[src/rtl/wt_multiplier_pipe_pkg.sv]
// Shared encodings, legal parameter ranges and tree-sizing helpers for the
// pipelined Wallace-tree multiplier.
package wt_multiplier_pipe_pkg;

  localparam bit MODE_UNSIGNED = 1'b0;
  localparam bit MODE_SIGNED   = 1'b1;

  localparam int WIDTH_MIN  = 4;
  localparam int WIDTH_MAX  = 32;
  localparam int STAGES_MIN = 1;
  localparam int STAGES_MAX = 3;

  // Rows left after one layer of 3:2 compressors: each full group of three
  // becomes two, leftovers pass straight through (equals ceil(2n/3)).
  function automatic int next_rows(input int n);
    return (n <= 2) ? n : 2 * (n / 3) + (n % 3);
  endfunction

  function automatic int layers(input int n);
    int m;
    int l;
    m = n;
    l = 0;
    while (m > 2) begin
      m = next_rows(m);
      l++;
    end
    return l;
  endfunction

  function automatic int rows_at(input int n0, input int layer);
    int m;
    m = n0;
    for (int i = 0; i < layer; i++) m = next_rows(m);
    return m;
  endfunction

endpackage

[src/rtl/csa_row.sv]
// N-bit 3:2 carry-save row: bitwise full adders, carry row left unshifted.
module csa_row #(
  parameter int N = 8
) (
  input  logic [N-1:0] a,
  input  logic [N-1:0] b,
  input  logic [N-1:0] c,
  output logic [N-1:0] sum,
  output logic [N-1:0] cout
);

  assign sum  = a ^ b ^ c;
  assign cout = (a & b) | (a & c) | (b & c);

endmodule

[src/rtl/wt_multiplier_pipe.sv]
// Pipelined Wallace-tree multiplier, WIDTH x WIDTH -> 2*WIDTH, per-transaction
// signed/unsigned mode, 1..3 register ranks with a global stall.
module wt_multiplier_pipe
  import wt_multiplier_pipe_pkg::*;
#(
  parameter int WIDTH  = 8,
  parameter int STAGES = 3
) (
  input  logic                 clk,
  input  logic                 rst,
  input  logic                 in_valid,
  output logic                 in_ready,
  input  logic [WIDTH-1:0]     A,
  input  logic [WIDTH-1:0]     B,
  input  logic                 Signed,
  output logic                 out_valid,
  input  logic                 out_ready,
  output logic [2*WIDTH-1:0]   Product,
  output logic                 Busy
);

  localparam int P  = 2 * WIDTH;
  localparam int N0 = WIDTH + 1;
  localparam int NL = layers(N0);
  localparam int NG = (P + 3) / 4;

  // Handshake: a beat moves on valid & ready. A stalled output freezes every
  // rank (no bubble collapsing), so in_ready is simply the inverse of stall.
  logic stall, en, accept;
  assign stall    = out_valid & ~out_ready;
  assign en       = ~stall;
  assign in_ready = ~stall;
  assign accept   = in_valid & in_ready;

  logic [WIDTH-1:0] a0, b0;
  logic             s0, v0, rank0_busy;

  if (STAGES >= 3) begin : g_rank0
    always_ff @(posedge clk) begin
      if (rst) begin
        v0 <= 1'b0;
      end else if (en) begin
        v0 <= accept;
        a0 <= A;
        b0 <= B;
        s0 <= Signed;
      end
    end
    assign rank0_busy = v0;
  end else begin : g_no_rank0
    assign a0         = A;
    assign b0         = B;
    assign s0         = Signed;
    assign v0         = accept;
    assign rank0_busy = 1'b0;
  end

  // Baugh-Wooley: invert bits pairing exactly one operand MSB; the extra row
  // carries the +2^W and +2^(2W-1) corrections in signed mode.
  logic [P-1:0] pp [N0];
  always_comb begin
    for (int i = 0; i < N0; i++) pp[i] = '0;
    for (int i = 0; i < WIDTH; i++) begin
      for (int j = 0; j < WIDTH; j++) begin
        pp[i][i+j] = (a0[j] & b0[i]) ^ (s0 & ((i == WIDTH - 1) != (j == WIDTH - 1)));
      end
    end
    if (s0 == MODE_SIGNED) begin
      pp[WIDTH][WIDTH] = 1'b1;
      pp[WIDTH][P-1]   = 1'b1;
    end
  end

  for (genvar l = 0; l <= NL; l++) begin : g_layer
    localparam int N = rows_at(N0, l);
    logic [P-1:0] r [N];
    if (l == 0) begin : g_init
      assign r = pp;
    end else begin : g_reduce
      localparam int M = rows_at(N0, l - 1);
      for (genvar g = 0; g < M / 3; g++) begin : g_csa
        logic [P-1:0] x, y, z;
        logic [P-2:0] sum_lo, cy;
        assign x = g_layer[l-1].r[3*g];
        assign y = g_layer[l-1].r[3*g+1];
        assign z = g_layer[l-1].r[3*g+2];
        // The top column needs only its sum; its carry would leave the product.
        csa_row #(.N(P - 1)) u_csa (
          .a    (x[P-2:0]),
          .b    (y[P-2:0]),
          .c    (z[P-2:0]),
          .sum  (sum_lo),
          .cout (cy)
        );
        assign r[2*g]   = {x[P-1] ^ y[P-1] ^ z[P-1], sum_lo};
        assign r[2*g+1] = {cy, 1'b0};
      end
      for (genvar k = 0; k < M % 3; k++) begin : g_pass
        assign r[2*(M/3)+k] = g_layer[l-1].r[3*(M/3)+k];
      end
    end
  end

  logic [P-1:0] row_s, row_c, s1, c1;
  logic         v1, rank1_busy;
  assign row_s = g_layer[NL].r[0];
  assign row_c = g_layer[NL].r[1];

  if (STAGES >= 2) begin : g_rank1
    always_ff @(posedge clk) begin
      if (rst) begin
        v1 <= 1'b0;
      end else if (en) begin
        v1 <= v0;
        s1 <= row_s;
        c1 <= row_c;
      end
    end
    assign rank1_busy = v1;
  end else begin : g_no_rank1
    assign s1         = row_s;
    assign c1         = row_c;
    assign v1         = v0;
    assign rank1_busy = 1'b0;
  end

  // Final adder: 4-bit carry-lookahead groups, rippled between groups.
  logic [4*NG-1:0] add_x, add_y, add_s;
  logic [NG-1:0]   gcin;
  assign add_x   = (4 * NG)'(s1);
  assign add_y   = (4 * NG)'(c1);
  assign gcin[0] = 1'b0;

  for (genvar g = 0; g < NG; g++) begin : g_cla
    logic [3:0] x, y, pg, c;
    logic [2:0] gg;
    assign x    = add_x[4*g +: 4];
    assign y    = add_y[4*g +: 4];
    assign pg   = x ^ y;
    assign gg   = x[2:0] & y[2:0];
    assign c[0] = gcin[g];
    assign c[1] = gg[0] | (pg[0] & c[0]);
    assign c[2] = gg[1] | (pg[1] & gg[0]) | (pg[1] & pg[0] & c[0]);
    assign c[3] = gg[2] | (pg[2] & gg[1]) | (pg[2] & pg[1] & gg[0]) | (pg[2] & pg[1] & pg[0] & c[0]);
    assign add_s[4*g +: 4] = pg ^ c;
    if (g < NG - 1) begin : g_cout
      assign gcin[g+1] = (x[3] & y[3]) | (pg[3] & c[3]);
    end
  end

  // Product keeps its last value while no new result arrives.
  always_ff @(posedge clk) begin
    if (rst) begin
      out_valid <= 1'b0;
      Product   <= '0;
    end else if (en) begin
      out_valid <= v1;
      if (v1) Product <= add_s[P-1:0];
    end
  end

  assign Busy = out_valid | rank0_busy | rank1_busy;

endmodule

[config.mk]
export PLATFORM = sky130hd
export DESIGN_NAME = wt_multiplier_pipe
export DESIGN_NICKNAME = d
export VERILOG_FILES = /design/src/rtl/wt_multiplier_pipe_pkg.sv /design/src/rtl/csa_row.sv /design/src/rtl/wt_multiplier_pipe.sv
export SDC_FILE = /design/constraint.sdc
export NUM_CORES = 1
export LEC_CHECK = 0
export BUFFER_PORTS_ARGS = -buffer_cell sky130_fd_sc_hd__buf_2
export CAP_MARGIN = 5
export CORE_MARGIN = 2
export CORE_UTILIZATION = 45
export CTS_BUF_LIST = sky130_fd_sc_hd__clkbuf_4 sky130_fd_sc_hd__clkbuf_8 sky130_fd_sc_hd__clkbuf_16
export DETAILED_ROUTE_END_ITERATION = 8
export PLACE_DENSITY_LB_ADDON = 0.15
export SLEW_MARGIN = 20
export SYNTH_ARGS = -nofsm -noshare
export SYNTH_HDL_FRONTEND = slang
export SYNTH_HIERARCHICAL = 1
export SYNTH_SLANG_ARGS = --single-unit
export TNS_END_PERCENT = 10
[constraint.sdc]
create_clock -name clk -period 13 [get_ports clk]
set_input_delay 1.3 -clock clk [delete_from_list [all_inputs] [get_ports clk]]
set_output_delay 1.3 -clock clk [all_outputs]
set_load 0.01 [all_outputs]
Word-level counts from Yosys, hierarchy flattened
Index checks and enable logic that the tools add are counted.
Storage, ports and cells
  register bits: 67
Operators by class
  reduce and logical (&&, ||, !) cells: 2
  muxes and demuxes: 1
  bitwise logic cells: 213
Operators by type and width (count)
  15-bit OR: 14
  15-bit AND: 12
  15-bit bitwise XOR: 8
  1-bit AND: 103
  4-bit bitwise XOR: 8
  1-bit OR: 26
  1-bit bitwise XOR: 20
  14-bit by 15-bit AND with 15-bit output: 1
  15-bit by 9-bit AND with 15-bit output: 1
  14-bit by 15-bit bitwise XOR with 15-bit output: 1
  15-bit by 10-bit bitwise XOR with 15-bit output: 1
  15-bit by 13-bit bitwise XOR with 15-bit output: 1
  15-bit by 9-bit bitwise XOR with 15-bit output: 1
  14-bit by 9-bit AND with 14-bit output: 1
  11-bit by 13-bit AND with 13-bit output: 1
  12-bit by 13-bit AND with 13-bit output: 1
  11-bit by 12-bit AND with 12-bit output: 1
  3-bit AND: 4
  11-bit by 12-bit bitwise XOR with 12-bit output: 1
  8-bit by 10-bit AND with 10-bit output: 1
  9-bit by 10-bit AND with 10-bit output: 1
  8-bit by 9-bit AND with 9-bit output: 1
  8-bit by 9-bit bitwise XOR with 9-bit output: 1
  2-bit AND reduction: 2
  2 further kinds: 4

Longest topological paths before layout
  depth after elaboration: 17
  depth in mapped cells: 15
  gate-level depth less buffers: 15

Modules after synthesis
The synthesis kept the hierarchy.
Modules (own cells, without submodules)
  wt_multiplier_pipe: area each 3119.2 um2, times used 1, cells each 256
  csa_row: area each 300.3 um2, times used 7, cells each 15

Worst setup path after synthesis
Ideal clock, no wire load.
  path kind: input to register
  from: in rst
  to: reg a0[0], enable pin
  arrival time: 3.726 ns
  path buffers: 2
  required time: 12.546 ns
  stages on the path: 3
  path slack: 8.819 ns
  library setup time: 0.454 ns
  path through: clkbuf_1 > buf_1 > nor2_1
Between the ends
  word-level cells in the longest chain between the ends: 2
RTL lines
  start: declaration: RTL line wt_multiplier_pipe.sv:10  | input logic rst,
  1-bit NOT (no line)
  2-bit AND reduction (no line)
  end signal: assignment: RTL line wt_multiplier_pipe.sv:44  | a0 <= A;
  end: declaration: RTL line wt_multiplier_pipe.sv:35  | logic [WIDTH-1:0] a0, b0;
No other way between the ends.
A chain may end at the register's enable or synchronous reset.

Final worst setup path
  from: reg s1[1], in the netlist add_x[1]
  to: reg Product[15]
Between the ends
  word-level cells in the longest chain between the ends: 17
RTL lines
  start: declaration: RTL line wt_multiplier_pipe.sv:104  | logic [P-1:0] row_s, row_c, s1, c1;
  start signal: assignment: RTL line wt_multiplier_pipe.sv:115  | s1 <= row_s;
  3-bit AND / 4-bit bitwise XOR (equally long branches): RTL line wt_multiplier_pipe.sv:140, wt_multiplier_pipe.sv:139
  1-bit AND: RTL line wt_multiplier_pipe.sv:144  | assign c[3] = gg[2] | (pg[2] & gg[1]) | (pg[2] & pg[1] & gg[0]) | (pg[2] & pg[1] & pg[0] & c[0]);
  1-bit OR / 1-bit AND (equally long branches): RTL line wt_multiplier_pipe.sv:144
  1-bit OR *: RTL line wt_multiplier_pipe.sv:144
  1-bit AND *: RTL line wt_multiplier_pipe.sv:147  | assign gcin[g+1] = (x[3] & y[3]) | (pg[3] & c[3]);
  1-bit OR *: RTL line wt_multiplier_pipe.sv:147
  1-bit AND *: RTL line wt_multiplier_pipe.sv:144
  1-bit OR *: RTL line wt_multiplier_pipe.sv:144
  1-bit AND *: RTL line wt_multiplier_pipe.sv:147
  1-bit OR *: RTL line wt_multiplier_pipe.sv:147
  1-bit AND *: RTL line wt_multiplier_pipe.sv:144
  1-bit OR *: RTL line wt_multiplier_pipe.sv:144
  1-bit AND *: RTL line wt_multiplier_pipe.sv:147
  1-bit OR *: RTL line wt_multiplier_pipe.sv:147
  1-bit AND *: RTL line wt_multiplier_pipe.sv:144
  1-bit OR *: RTL line wt_multiplier_pipe.sv:144
  4-bit bitwise XOR *: RTL line wt_multiplier_pipe.sv:145  | assign add_s[4*g +: 4] = pg ^ c;
  end signal: assignment: RTL line wt_multiplier_pipe.sv:158  | if (v1) Product <= add_s[P-1:0];
  end: declaration: RTL line wt_multiplier_pipe.sv:18  | output logic [2*WIDTH-1:0] Product,
Mark *: on every way between the ends. The rest lies on a longest branch, timed or not.

==> metrics.cfg <==
[status]
status=complete, no violations

[cts]
cts-htree-levels=3
path_clk_slew_ns=0.05
cts_tree=yes
cts.path.max_buffers=2
cts_root_buf=clkbuf_16
clock_latency_ns=0.33
ctsHoldBuffers=0
postCtsSetupBuffers=0
cts_resized=0
numClockSinks=67
cts_buffers=9

[timing]
grt_setup_unrepaired=no
setup_ws_ns=8.71
fin_setup_tns_ns=0
slew_viol_final=0
finalSetupViolations=0
max_freq_ghz=0.233
tightest_slew_ns=0.818
final-hold-violation-count=0
clock_skew_ns=0.00238
period_share_pct=33.0
period_minus_slack_ns=4.29
max_slew_margin_pct=45.5

[yosys]
synth_edf_count=48
synth_top_family_by_area=adder cells
synthAdderAreaFrac_pct=45.3
ys_top_cells_by_count=fa_1 (112), and2_1 (51), edfxtp_1 (48), nand2_1 (37), xnor2_1 (22)
synthCells=361
synth_flop_cell=edfxtp_1
seq_area_frac_synth_pct=34.9
synth_xor_area_share_pct=4.03
synth_largest_area_cell=fa_1
synth_top_area_share_pct=42.9
yosysMostFrequentCell=fa_1
ys_async_sr_fraction_pct=0
avgSynthCellArea_um2=14.5
synth_mux_area_share_pct=0
synth_area_leaders=fa_1 (43%), edfxtp_1 (28%), dfxtp_1 (7.3%), and2_1 (6.1%), xnor2_1 (3.7%)
syn_area_um2=5220
yosys.cell_types.count=29
synth-compound-area-share_pct=3.76
synth-seq-cells=67
synth-simple-area-share_pct=10.9
yosysWarnings=6

[critical_path]
crit_path_frequent_cell=a21o_1
cp_slowest_cell=fa_1
cp_cell_sequence=ha_1 > fa_1 > fa_1 > a21o_1 > a21o_1 > a21o_1 > fa_1 > a21o_1 > a21o_1 > a21o_1 > fa_1 > a211oi_2 > nor2_1 > or3_1 > a311oi_1
timing.critical_path.required_ns=13.24
max_stage_delay_ns=0.43
crit_buf_inv=0
worstSetupPathType=reg2reg
crit_path_end_kind=flip-flop
critPathArrivalTime_ns=4.54
path_max_fanout=3
cp_top_family=adder cells
worstSetupStartpointType=flip-flop

[global_routing]
grt_pass1_wl_um=14200
antenna_found_initial=0
grt_overflow_total=0
grt_pass1_vias=3043
grt_max_degree=48
grt_usage_pct=14.6

[drt]
route.detailed.drc=0
drtPass1Iterations=4
drt-total-wl_um=7990
antenna_left=0
wl_per_cell_um=12.8
detail_route.iter0.violations=105
num_vias=2836
routed_via_density=4.53

[finish]
n_antenna_cell=0
drive_gt1_share_pct=12.6
nets=621
nFillCells=967
final_core_util_pct=54.2
seqCellArea_um2=1820
layoutNonFillerInstCount=626
multi_input_area_um2=3630
area_growth_pct=17.9

[run]
maxCapViolCount=0

[floorplanning]
die_area_um2=12500
start_util_pct=45.9
fp.dieW_um=112
io_pins=40
coreArea_um2=11400
fp.dieH_um=112
num_rows=39

[place]
place_ws_ns=8.68
place_inst=610
io_buffers=39
dp_hpwl_um=6390
routabilityCongestion=0.776

[power_and_ir_drop]
ir_drop_mv=0.100
power_mw=1.06
leakage_nw=2.66
p_per_area_nw_per_um2=172

[min_path]
hold_path_class=reg2reg

-- worst register-to-register path, stage by stage (launching register included) --
cell and delay [ns]:
edfxtp_1 0.36, ha_1 0.22, fa_1 0.38, fa_1 0.41, a21o_1 0.17, a21o_1 0.19
a21o_1 0.19, fa_1 0.40, a21o_1 0.17, a21o_1 0.20, a21o_1 0.19, fa_1 0.43
a211oi_2 0.23, nor2_1 0.09, or3_1 0.34, a311oi_1 0.25
-- cells in the final DEF, fill, tap and decap left out, types with 11 or more instances in the layout --
master and n:
dfxtp_1 19, and2_1 51, clkbuf_16 11, fa_1 112
xnor2_1 22, nand2_1 37, buf_2 39, conb_1 76
a21oi_1 11, edfxtp_1 48
-- flip-flops by register name (all words and copies together) (netlist names), 8 cells and up --
register and cells:
Product 16, add_x 16, add_y 15, a0 8, b0 8
-- area by class of cell --
class / count / share of cell area [%]
Clock buffer: 14 / 4.94
Clock inverter: 2 / 0.223
Inverter: 1 / 0.0610
Multi-Input combinational cell: 359 / 59.0
Sequential cell: 67 / 29.6
Tap cell: 143 / 2.91
Timing Repair Buffer: 40 / 3.29
-- through the flow --
step	area [um2]	hold slack, ns
floorplan	5500	0.441
global placement	5840	0.439
detailed placement	5840	0.446
CTS	6160	0.454
global route	6160	0.481
finish	6160	0.454
-- kinds of logic after synthesis --
kind of cell,after synthesis
adders and majority gates,122
and+or+nand+nor,108
DFF,67
AOI/OAI and AO/OA,29
xor gates and xnor gates,24
buffers and inverters,10
other,1
-- final timing paths --
check / slack, ns / cells past startpoint / end / from
worst max register to register: 8.71 / 15 / Product[15]$_SDFFE_PP0P_ / add_x[1]$_DFFE_PP_
worst max-delay path: 8.71 / 15 / Product[15]$_SDFFE_PP0P_ / add_x[1]$_DFFE_PP_
worst min-delay path: 0.45 / 2 / Product[12]$_SDFFE_PP0P_ / Product[12]$_SDFFE_PP0P_
worst min register to register: 0.45 / 2 / Product[12]$_SDFFE_PP0P_ / Product[12]$_SDFFE_PP0P_
-- where the power goes --
group          internal (mW)  switching, mW  leakage (nW)  total, mW
Combinational          0.222          0.225          1.87      0.447
Sequential             0.325         0.0335         0.625      0.358
Clock                  0.162         0.0906         0.160      0.253
Total                  0.710          0.349          2.66       1.06
-- routing by layer --
layer	up-vias	GRT usage [%]	share of wire [%]
met5	-	0	0
met4	0	5.35	1.7
met3	13	3.05	3.6
met2	48	23.0	47
met1	1428	20.2	47
li1	1347	-	-
(Power assumes the default switching activity.)
